--- config.mk ---
export PLATFORM = sky130hd
export DESIGN_NAME = bus_arbiter
export DESIGN_NICKNAME = d
export VERILOG_FILES = /design/src/rtl/bus_arb_pkg.sv /design/src/rtl/rr_arbiter.sv /design/src/rtl/bus_arbiter.sv
export SDC_FILE = /design/constraint.sdc
export NUM_CORES = 1
export LEC_CHECK = 0
export ABC_AREA = 1
export CELL_PAD_IN_SITES_DETAIL_PLACEMENT = 2
export CELL_PAD_IN_SITES_GLOBAL_PLACEMENT = 2
export CORE_UTILIZATION = 18
export CTS_CLUSTER_SIZE = 12
export DETAILED_ROUTE_END_ITERATION = 8
export PLACE_DENSITY_LB_ADDON = 0.3
export SLEW_MARGIN = 5
export SYNTH_ARGS = -nofsm -noshare
export SYNTH_HDL_FRONTEND = slang
export SYNTH_SLANG_ARGS = --single-unit
--- constraint.sdc ---
create_clock -name clk_i -period 1.8 [get_ports clk_i]
set_clock_uncertainty 0.05 [all_clocks]
set_input_delay 0.36 -clock clk_i [delete_from_list [all_inputs] [get_ports clk_i]]
set_output_delay 0.36 -clock clk_i [all_outputs]
set_load 0.01 [all_outputs]
--- src/rtl/bus_arb_pkg.sv ---
`default_nettype none
// ============================================================================
// Package  : bus_arb_pkg
// Desc     : Shared types and constants for the bus_arbiter block: FSM state
//            encoding, destination-ID field width and default broadcast ID.
// Revision : 1.0 - initial release
// ============================================================================
package bus_arb_pkg;

    // Width of the destination-ID field carried in the top bits of each word
    localparam int unsigned c_id_w = 8;

    // Destination ID that addresses every terminal except the sender
    localparam logic [7:0] c_broadcast_default = 8'hFF;

    // Arbiter FSM states
    typedef enum logic [1:0] {
        IDLE = 2'd0,
        POP  = 2'd1,
        PUSH = 2'd2
    } state_t;

endpackage
`default_nettype wire

--- src/rtl/rr_arbiter.sv ---
`default_nettype none
// ============================================================================
// Module   : rr_arbiter
// Desc     : Combinational round-robin selector. Searches the request vector
//            starting at the entry after i_last_grant, wrapping N-1 -> 0, and
//            returns the first active index.
// Revision : 1.0 - initial release
// ============================================================================
module rr_arbiter #(
    parameter int N     = 4,
    parameter int IDX_W = 2
) (
    input  logic [N-1:0]     i_req,
    input  logic [IDX_W-1:0] i_last_grant,
    output logic [IDX_W-1:0] o_grant,
    output logic             o_valid
);

    int w_idx;

    // Scan from the farthest candidate to the nearest so the nearest active
    // requester after i_last_grant is the one that sticks.
    always_comb begin
        o_grant = '0;
        o_valid = 1'b0;
        w_idx   = 0;
        for (int k = N; k >= 1; k--) begin
            w_idx = int'(i_last_grant) + k;
            if (w_idx >= N) begin
                w_idx = w_idx - N;
            end
            if (i_req[IDX_W'(w_idx)]) begin
                o_grant = IDX_W'(w_idx);
                o_valid = 1'b1;
            end
        end
    end

endmodule
`default_nettype wire

--- src/rtl/bus_arbiter.sv ---
`default_nettype none
// ============================================================================
// Module   : bus_arbiter
// Desc     : Shared-bus arbiter. Picks a pending terminal round-robin, pops its
//            head word (POP), then pushes it to the destination terminal, to
//            all other terminals on broadcast, or drops it (PUSH).
// Config   : define BUS_ARB_DROP_CNT_EN to add the saturating drop_cnt_o port.
// Revision : 1.0 - initial release
// ============================================================================
module bus_arbiter
    import bus_arb_pkg::*;
#(
    parameter int         DRIVERS   = 4,
    parameter int         WIDTH     = 32,
    parameter logic [7:0] BROADCAST = c_broadcast_default
) (
    input  logic                            clk_i,
    input  logic                            rst_ni,
    input  logic [DRIVERS-1:0]              pndng_i,
    input  logic [DRIVERS-1:0][WIDTH-1:0]   d_pop_i,
    output logic [DRIVERS-1:0]              pop_o,
    output logic [DRIVERS-1:0]              push_o,
    output logic [WIDTH-1:0]                d_push_o,
    output logic                            busy_o
`ifdef BUS_ARB_DROP_CNT_EN
    ,
    output logic [15:0]                     drop_cnt_o
`endif
);

    localparam int               c_idx_w = $clog2(DRIVERS);
    localparam logic [DRIVERS-1:0] c_one = DRIVERS'(1);

    state_t                 r_state;
    logic [c_idx_w-1:0]     r_grant;
    logic [c_idx_w-1:0]     r_last_grant;
    logic [WIDTH-1:0]       r_word;
    logic [DRIVERS-1:0]     r_pop;
    logic [DRIVERS-1:0]     r_push;

    logic [c_idx_w-1:0]     w_arb_grant;
    logic                   w_arb_valid;
    logic [WIDTH-1:0]       w_head;
    logic [c_id_w-1:0]      w_dest;
    logic                   w_is_bcast;
    logic [DRIVERS-1:0]     w_push_vec;

    rr_arbiter #(
        .N      (DRIVERS),
        .IDX_W  (c_idx_w)
    ) u_rr_arbiter (
        .i_req        (pndng_i),
        .i_last_grant (r_last_grant),
        .o_grant      (w_arb_grant),
        .o_valid      (w_arb_valid)
    );

    // Head word of the granted terminal and its destination field
    assign w_head     = d_pop_i[r_grant];
    assign w_dest     = w_head[WIDTH-1 -: c_id_w];
    assign w_is_bcast = (w_dest == BROADCAST);

    // Destination decode: broadcast hits everyone but the sender; unicast
    // hits only a matching in-range ID; anything else decodes to zero (drop).
    for (genvar i = 0; i < DRIVERS; i++) begin : g_push_dec
        assign w_push_vec[i] = w_is_bcast ? (r_grant != c_idx_w'(i))
                                          : (w_dest == c_id_w'(i));
    end

    // Main FSM: arbitration, pop strobe, word capture and push strobe
    always_ff @(posedge clk_i or negedge rst_ni) begin
        if (!rst_ni) begin
            r_state      <= IDLE;
            r_grant      <= '0;
            r_last_grant <= c_idx_w'(DRIVERS - 1);
            r_word       <= '0;
            r_pop        <= '0;
            r_push       <= '0;
        end else begin
            r_pop  <= '0;
            r_push <= '0;
            case (r_state)
                // PUSH re-arbitrates directly so back-to-back words take 2 cycles
                IDLE, PUSH: begin
                    if (w_arb_valid) begin
                        r_grant <= w_arb_grant;
                        r_pop   <= c_one << w_arb_grant;
                        r_state <= POP;
                    end else begin
                        r_state <= IDLE;
                    end
                end
                POP: begin
                    r_word       <= w_head;
                    r_last_grant <= r_grant;
                    r_push       <= w_push_vec;
                    r_state      <= PUSH;
                end
                default: begin
                    r_state <= IDLE;
                end
            endcase
        end
    end

    assign pop_o    = r_pop;
    assign push_o   = r_push;
    assign d_push_o = r_word;
    assign busy_o   = (r_state != IDLE);

`ifdef BUS_ARB_DROP_CNT_EN
    logic        w_drop;
    logic [15:0] r_drop_cnt;

    assign w_drop = !w_is_bcast && (w_dest >= c_id_w'(DRIVERS));

    // Saturating count of words discarded for an out-of-range destination
    always_ff @(posedge clk_i or negedge rst_ni) begin
        if (!rst_ni) begin
            r_drop_cnt <= '0;
        end else if ((r_state == POP) && w_drop && (r_drop_cnt != 16'hFFFF)) begin
            r_drop_cnt <= r_drop_cnt + 16'd1;
        end
    end

    assign drop_cnt_o = r_drop_cnt;
`endif

endmodule
`default_nettype wire

; Word-level counts from Yosys, hierarchy flattened
; Cells that the tools add are included.
[totals]
reg_bits = 46
latch_bits = 0
ram_bits = 0
rom_bits = 0
inputBits = 134
out_inout_bits = 41
n_memories = 0
[classes]
add_sub_neg = 8
n_mul = 0
div = 0
n_lt_le_gt_ge = 9
eq_ne = 9
shifts = 1
mux = 35
bitwise = 0
reduce_logical = 6
[ops]
columns = operator, count
row1 = $bmux 32 s2, 1
row2 = $mux 32, 1
row3 = $mux 1, 17
row4 = $eq 8x2->1 const B, 2
row5 = $lt 2x4->1 const B, 4
row6 = $mux 2, 8
row7 = $mux 4, 3
row8 = $ge 3x3->1 const B, 3
row9 = $bmux 1 s2, 4
row10 = $eq 8x1->1 const B, 1
row11 = $eq 8x8->1 const B, 1
row12 = $logic_not 8->1, 1
row13 = $sub 2x1->2 const B, 4
row14 = $add 2x2->3 const B, 2
row15 = $add 2x3->4 const B, 1
row16 = $ge 4x3->1 const B, 1
row17 = $ne 2x2->1 const B, 2
row18 = $pmux 2 s2, 1
row19 = $reduce_bool 2->1, 2
row20 = $shl 1x2->4 const A, 1
row21 = $add 2x1->3 const B, 1
row22 = $lt 2x3->1 const B, 1
row23 = $eq 2x1->1 const B, 1
row24 = $eq 2x2->1 const B, 1
row25 = 4 further kinds, 4

; Longest topological paths before layout
; Gate-level depths: netlist of the first run.
[logic_depth]
word_depth = 13
depth_mapped = 13
depth_no_buf = 12

; Modules after synthesis
; A second synthesis of the first run with hierarchy kept.
[unflattened]
hier_cells = 431
area_unflattened_um2 = 3010.4
[by_module_without_submodules]
columns = mod, n_inst, cells_per_inst, area_per_inst_um2, seq_area_each_um2
row1 = bus_arbiter, 1, 382, 2783.9, 1153.6
row2 = rr_arbiter, 1, 49, 226.5, 0.0

; Least setup slack after synthesis of the first run
; Ideal clock, no wire load.
[synth_timing]
path_kind = reg2reg
startpoint = register r_last_grant[0]
endpoint = register r_grant[0]
setup_ns = 0.118
arrival_ns = 1.433
t_required_ns = 1.632
setup_slack_ns = 0.199
path_stages_with_launch = 11
n_path_buf = 1
period_less_slack_ns = 1.601
path_cell_list = dfstp_2 buf_2 inv_1 o21ai_1 nand2_1 nand2_1 inv_1 nand3_1 nand2_1 nand2_1 nand2_1
[synth_via]
elab_chain_len = 11
elab_cells_between_ends = 37
cone_classes = add/sub: 8 / order compare: 4 / mux: 24 / reduce/logical: 1
[synth_lines]
columns = element, line
row1 = start: declaration, bus_arbiter.sv:36  ; logic [c_idx_w-1:0] r_last_grant;
row2 = start signal: assignment, bus_arbiter.sv:75  ; r_last_grant <= c_idx_w'(DRIVERS - 1);
row3 = start signal: assignment, bus_arbiter.sv:95  ; r_last_grant <= r_grant;
row4 = $add 2x3->4, rr_arbiter.sv:28  ; w_idx = int'(i_last_grant) + k;
row5 = $ge 4x3->1 or $sub 2x1->2 (tied branches), "rr_arbiter.sv:29, rr_arbiter.sv:30"
row6 = $mux 2, rr_arbiter.sv:29  ; if (w_idx >= N) begin
row7 = $bmux 1 s2, rr_arbiter.sv:32  ; if (i_req[IDX_W'(w_idx)]) begin
row8 = $mux 1 (not written as such) (2 in series), rr_arbiter.sv:32
row9 = $mux 1 (4 in series), rr_arbiter.sv:32
row10 = $reduce_and 2->1 (no line), --
row11 = end signal: assignment, bus_arbiter.sv:86  ; r_grant <= w_arb_grant;
row12 = end: declaration, bus_arbiter.sv:35  ; logic [c_idx_w-1:0] r_grant;
; Parallel ways exist; a longest one is shown, timed or not. The select of a mux whose other input is x is not followed.
; A chain may end at the register's enable or synchronous reset.

; Worst setup path in the final report of the first run
[layout_timing]
startpoint = register r_state[1]
endpoint = output port busy_o
[layout_via]
elab_chain_len = 1
[layout_lines]
columns = element, line
row1 = start: declaration, bus_arbiter.sv:34  ; state_t r_state;
row2 = start signal: assignment, bus_arbiter.sv:73  ; r_state <= IDLE;
row3 = start signal: assignment, bus_arbiter.sv:88  ; r_state <= POP;
row4 = start signal: assignment, bus_arbiter.sv:90  ; r_state <= IDLE;
row5 = $reduce_bool 2->1, bus_arbiter.sv:109  ; assign busy_o = (r_state != IDLE);
row6 = end: declaration, bus_arbiter.sv:24  ; output logic busy_o
; No other way between the ends.

==> results.toml, run 1 <==
[worst_setup_path]
timing.rr.start = "r_grant[0]$_DFFE_PN0P_"
crit_start = "r_state[1]$_DFF_PN0_"
r2r_end = "push_o[1]$_DFF_PN0_"
worst_r2r_path_depth = 11
cp_data_required_time_ns = 1.39
critical_path_class = "flip-flop to output port"
critPathMaxFanout = 2
worst_setup_path_end_kind = "output port"
cp_launch_type = "flip-flop"
arrival_ns = 1.28
r2r_setup_slack_ns = 0.14

[grt]
global_route.usage.met1 = 0.1717
wire_length_of_the_first_global_routing_pass_mm = 20.13
number_of_antenna_violations_at_the_first_check_in_global_routing = 0
pin_count_of_the_biggest_net_entering_global_routing = 30
grt_pass1_vias = 4000
grt_overflow_total = 0
grt_use_met3 = 0.02601
grt_util_met2 = 0.3118
busiest_layer = "met2"
grt_usage = 0.1574

[routing]
post-route-drc-count = 0
drt-pass1-iter-count = 4
detail_route.vias_per_cell = 4.302
sum_of_routed_wire_length_over_all_layers_mm = 12.58
via_count = 3558
count_of_routing_violations_after_the_opening_detailed_route_iteration = 92
route.detailed.wl_per_inst_microns = 15.21
drt.antenna.violating_nets = 0

[sta]
drv_slew = 0
slew_headroom = 0.4993
maxClockFrequency_mhz = 590.1
tightestPinTransition_ns = 0.7502
rsz0062_at_grt = "yes"
finalHoldViolations = 0
fin_crit_sh = 0.9415
setup_viol = 0
fin_crit_ns = 1.695

[power]
maximum_resistive_drop_on_vdd_uv = 597.3
power-per-cell-area_mw_per_mm2 = 1518
power.leakage_uw = 0.002265

[min_path]
whs_path_depth = 2
hold_crit_class = "flip-flop to flip-flop"
whs_endpoint = "d_push_o[6]$_DFFE_PN0P_"
holdCritStartpoint = "d_push_o[6]$_DFFE_PN0P_"

[clocking]
path_clk_slew_ns = 0.06
total_number_of_clock_tree_sinks = 46
max_h_tree_level = 2
clkLatencyLatePin_ns = 0.29
clk_path_buf_depth = 2
tritoncts = "yes"
cts_made_buffers = 5
clock_tree.root_cell = "sky130_fd_sc_hd__clkbuf_16"

[die]
placementRows = 46
io-pin-count = 175
core_region_area_sq_mm = 0.01583
die-area_sq_mm = 0.01668
die_h_microns = 129.2
floorplan.die.width_microns = 129.2
initial_utilization = 0.1839

[finish]
instances_no_fill = 827
final_core_util = 0.3343
post_route_cells_drive_above_1_share = 0.1178
area.growth.synth_to_final_pct = 81.81
layout.nets = 744
diodes = 0

[flow_run]
max_cap_viol_count = 0

[synthesis]
yosys-mux-area-fraction = 0
synthArstFlopShare = 1.000
postSynthAreaPerCell_sq_um = 6.848
synth_top_area_cell = "sky130_fd_sc_hd__dfrtp_1"
netlist_top_cells_area = "sky130_fd_sc_hd__dfrtp_1 (38%), sky130_fd_sc_hd__nand2_1 (24%), sky130_fd_sc_hd__nor2_1 (5.0%), sky130_fd_sc_hd__nand3_1 (4.8%), sky130_fd_sc_hd__a22oi_1 (4.6%)"
mappedNetlistNets = 559
synth-simple-area-share = 0.3955
synth_top_area_share = 0.3783
synth_compound_gate_area_share = 0.1234
postSynth.topFlopCell = "sky130_fd_sc_hd__dfrtp_1"
proportion_of_synthesized_chip_area_in_sequential_cells = 0.3964
postSynthRegisterBits = 46
synthesis.instances = 425
edff_count_synth = 0
synth_common_cells = "sky130_fd_sc_hd__nand2_1 (189), sky130_fd_sc_hd__dfrtp_1 (44), sky130_fd_sc_hd__nor2_1 (39)"
synth_top_family_by_area = "simple AND/OR/NAND/NOR gates"
yosysWarnings = 0
ys_types = 27
post_synth_xor_area_fraction = 0.006019
synthAdderAreaFrac = 0
netlist_area_sq_mm = 0.002910
synth_most_common_cell = "sky130_fd_sc_hd__nand2_1"

[placed_design]
numPortBuffers = 174
gp_routability_congestion = 0.7389
numPlacedInstances = 817
hpwl_mm = 10.08

[status]
status = "finished, final reports clean"
[critical path, stage by stage, from the launching register on]
cell and delay [ns]:
sky130_fd_sc_hd__dfrtp_1 0.40, sky130_fd_sc_hd__or2_2 0.29, sky130_fd_sc_hd__dlygate4sd2_1 0.31
[cell families (layout without fill, tap and decap cells)]
| kind of cell | count (synthesis) | in the layout |
|---|---|---|
| AOI/OAI and AO/OA | 51 | 51 |
| xor gates and xnor gates | 2 | 2 |
| buffers and inverters | 48 | 234 |
| DFF | 46 | 46 |
| and+or+nand+nor | 278 | 278 |
[sequential cells by signal, indices dropped and copies added, names as in the netlist]
register,count
r_state,2
r_last_grant,2
d_push_o,32
r_grant,2
push_o,4
pop_o,4
[cell type report]
class                           instances  area, sq um
Tap cell                              216        270.3
Timing Repair Buffer                  201         2014
Clock inverter                          2        12.51
Inverter                               25        101.3
Multi-Input combinational cell        331         1598
Clock buffer                            6        138.9
Sequential cell                        46         1156
Fill cell                            1808        10540
[report_power, final]
part / internal [uW] / switching (uW) / leakage [uW]
Clock: 550 / 401 / 0.0000729
Combinational: 2370 / 2900 / 0.00163
Sequential: 1520 / 300 / 0.000558
[stage by stage]
| step | cell area, sq um | setup WS (ns) | setup TNS, ns | total power, uW | hold WS, ns |
|---|---|---|---|---|---|
| 4_1_cts | 5200 | 0.01796 | 0 | 8058 | 0.4368 |
| 5_1_grt | 5291 | -0.04920 | -0.06862 | 8878 | 0.4537 |
| 3_5_place_dp | 5027 | -0.2030 | -1.404 | 7022 | 0.2808 |
| 3_3_place_gp | 5027 | -0.08591 | -0.4524 | 6821 | 0.2749 |
| 2_1_floorplan | 2910 | 0.1990 | 0 | 4562 | 0.01441 |
| 6_report | 5291 | 0.1053 | 0 | 8034 | 0.4318 |
[what timing repair did]
action	4_1_cts	5_1_grt
pin swaps	0	4
endpoints found under the setup margin	3	9
setup buffers	0	1
endpoints found under the hold margin	17	0
gates resized for setup	5	27
hold buffers	1	0
[worst max-delay path by stage]
| stage | end | slack (ns) | depth (start not counted) |
|---|---|---|---|
| 2_1_floorplan | r_grant[0]$_DFFE_PN0P_ | 0.20 | 10 |
| 3_3_place_gp | r_grant[0]$_DFFE_PN0P_ | -0.09 | 10 |
| 3_5_place_dp | pop_o[1]$_DFF_PN0_ | -0.20 | 11 |
| 4_1_cts | push_o[1]$_DFF_PN0_ | 0.02 | 11 |
| 5_1_grt | push_o[1]$_DFF_PN0_ | -0.05 | 11 |
| 6_report | busy_o | 0.11 | 2 |
[routing by layer]
layer	up-vias	wire length (microns)	part of all wire
met2	68	7087	0.56
met4	0	116	0.0092
met3	8	444	0.035
li1	1755	-	-
met5	-	0	0
met1	1727	4926	0.39
[placed cells by master, fill, tap and decap left out, drive strengths merged]
cell           instances
nand2                190
clkdlybuf4s50        172
a31oi                  2
xor2                   1
nand3                 30
buf                   27
or2                    2
nand4                  9
a21oi                  3
xnor2                  1
dlygate4sd2            1
dlygate4sd3            1
nor2                  47
a22oi                 18
clkinvlp               1
dfrtp                 44
o21ai                 14
clkinv                 1
clkbuf                 6
a41oi                 14
inv                   25
dfstp                  2
Note: power is estimated with default switching activity, not from simulation.
==> run 2: changes to the inputs <==
Settings changed: SLEW_MARGIN 5 to unset.
==> results of run 2 <==
No change in the layout: final DEF, timing and power equal those of run 1.
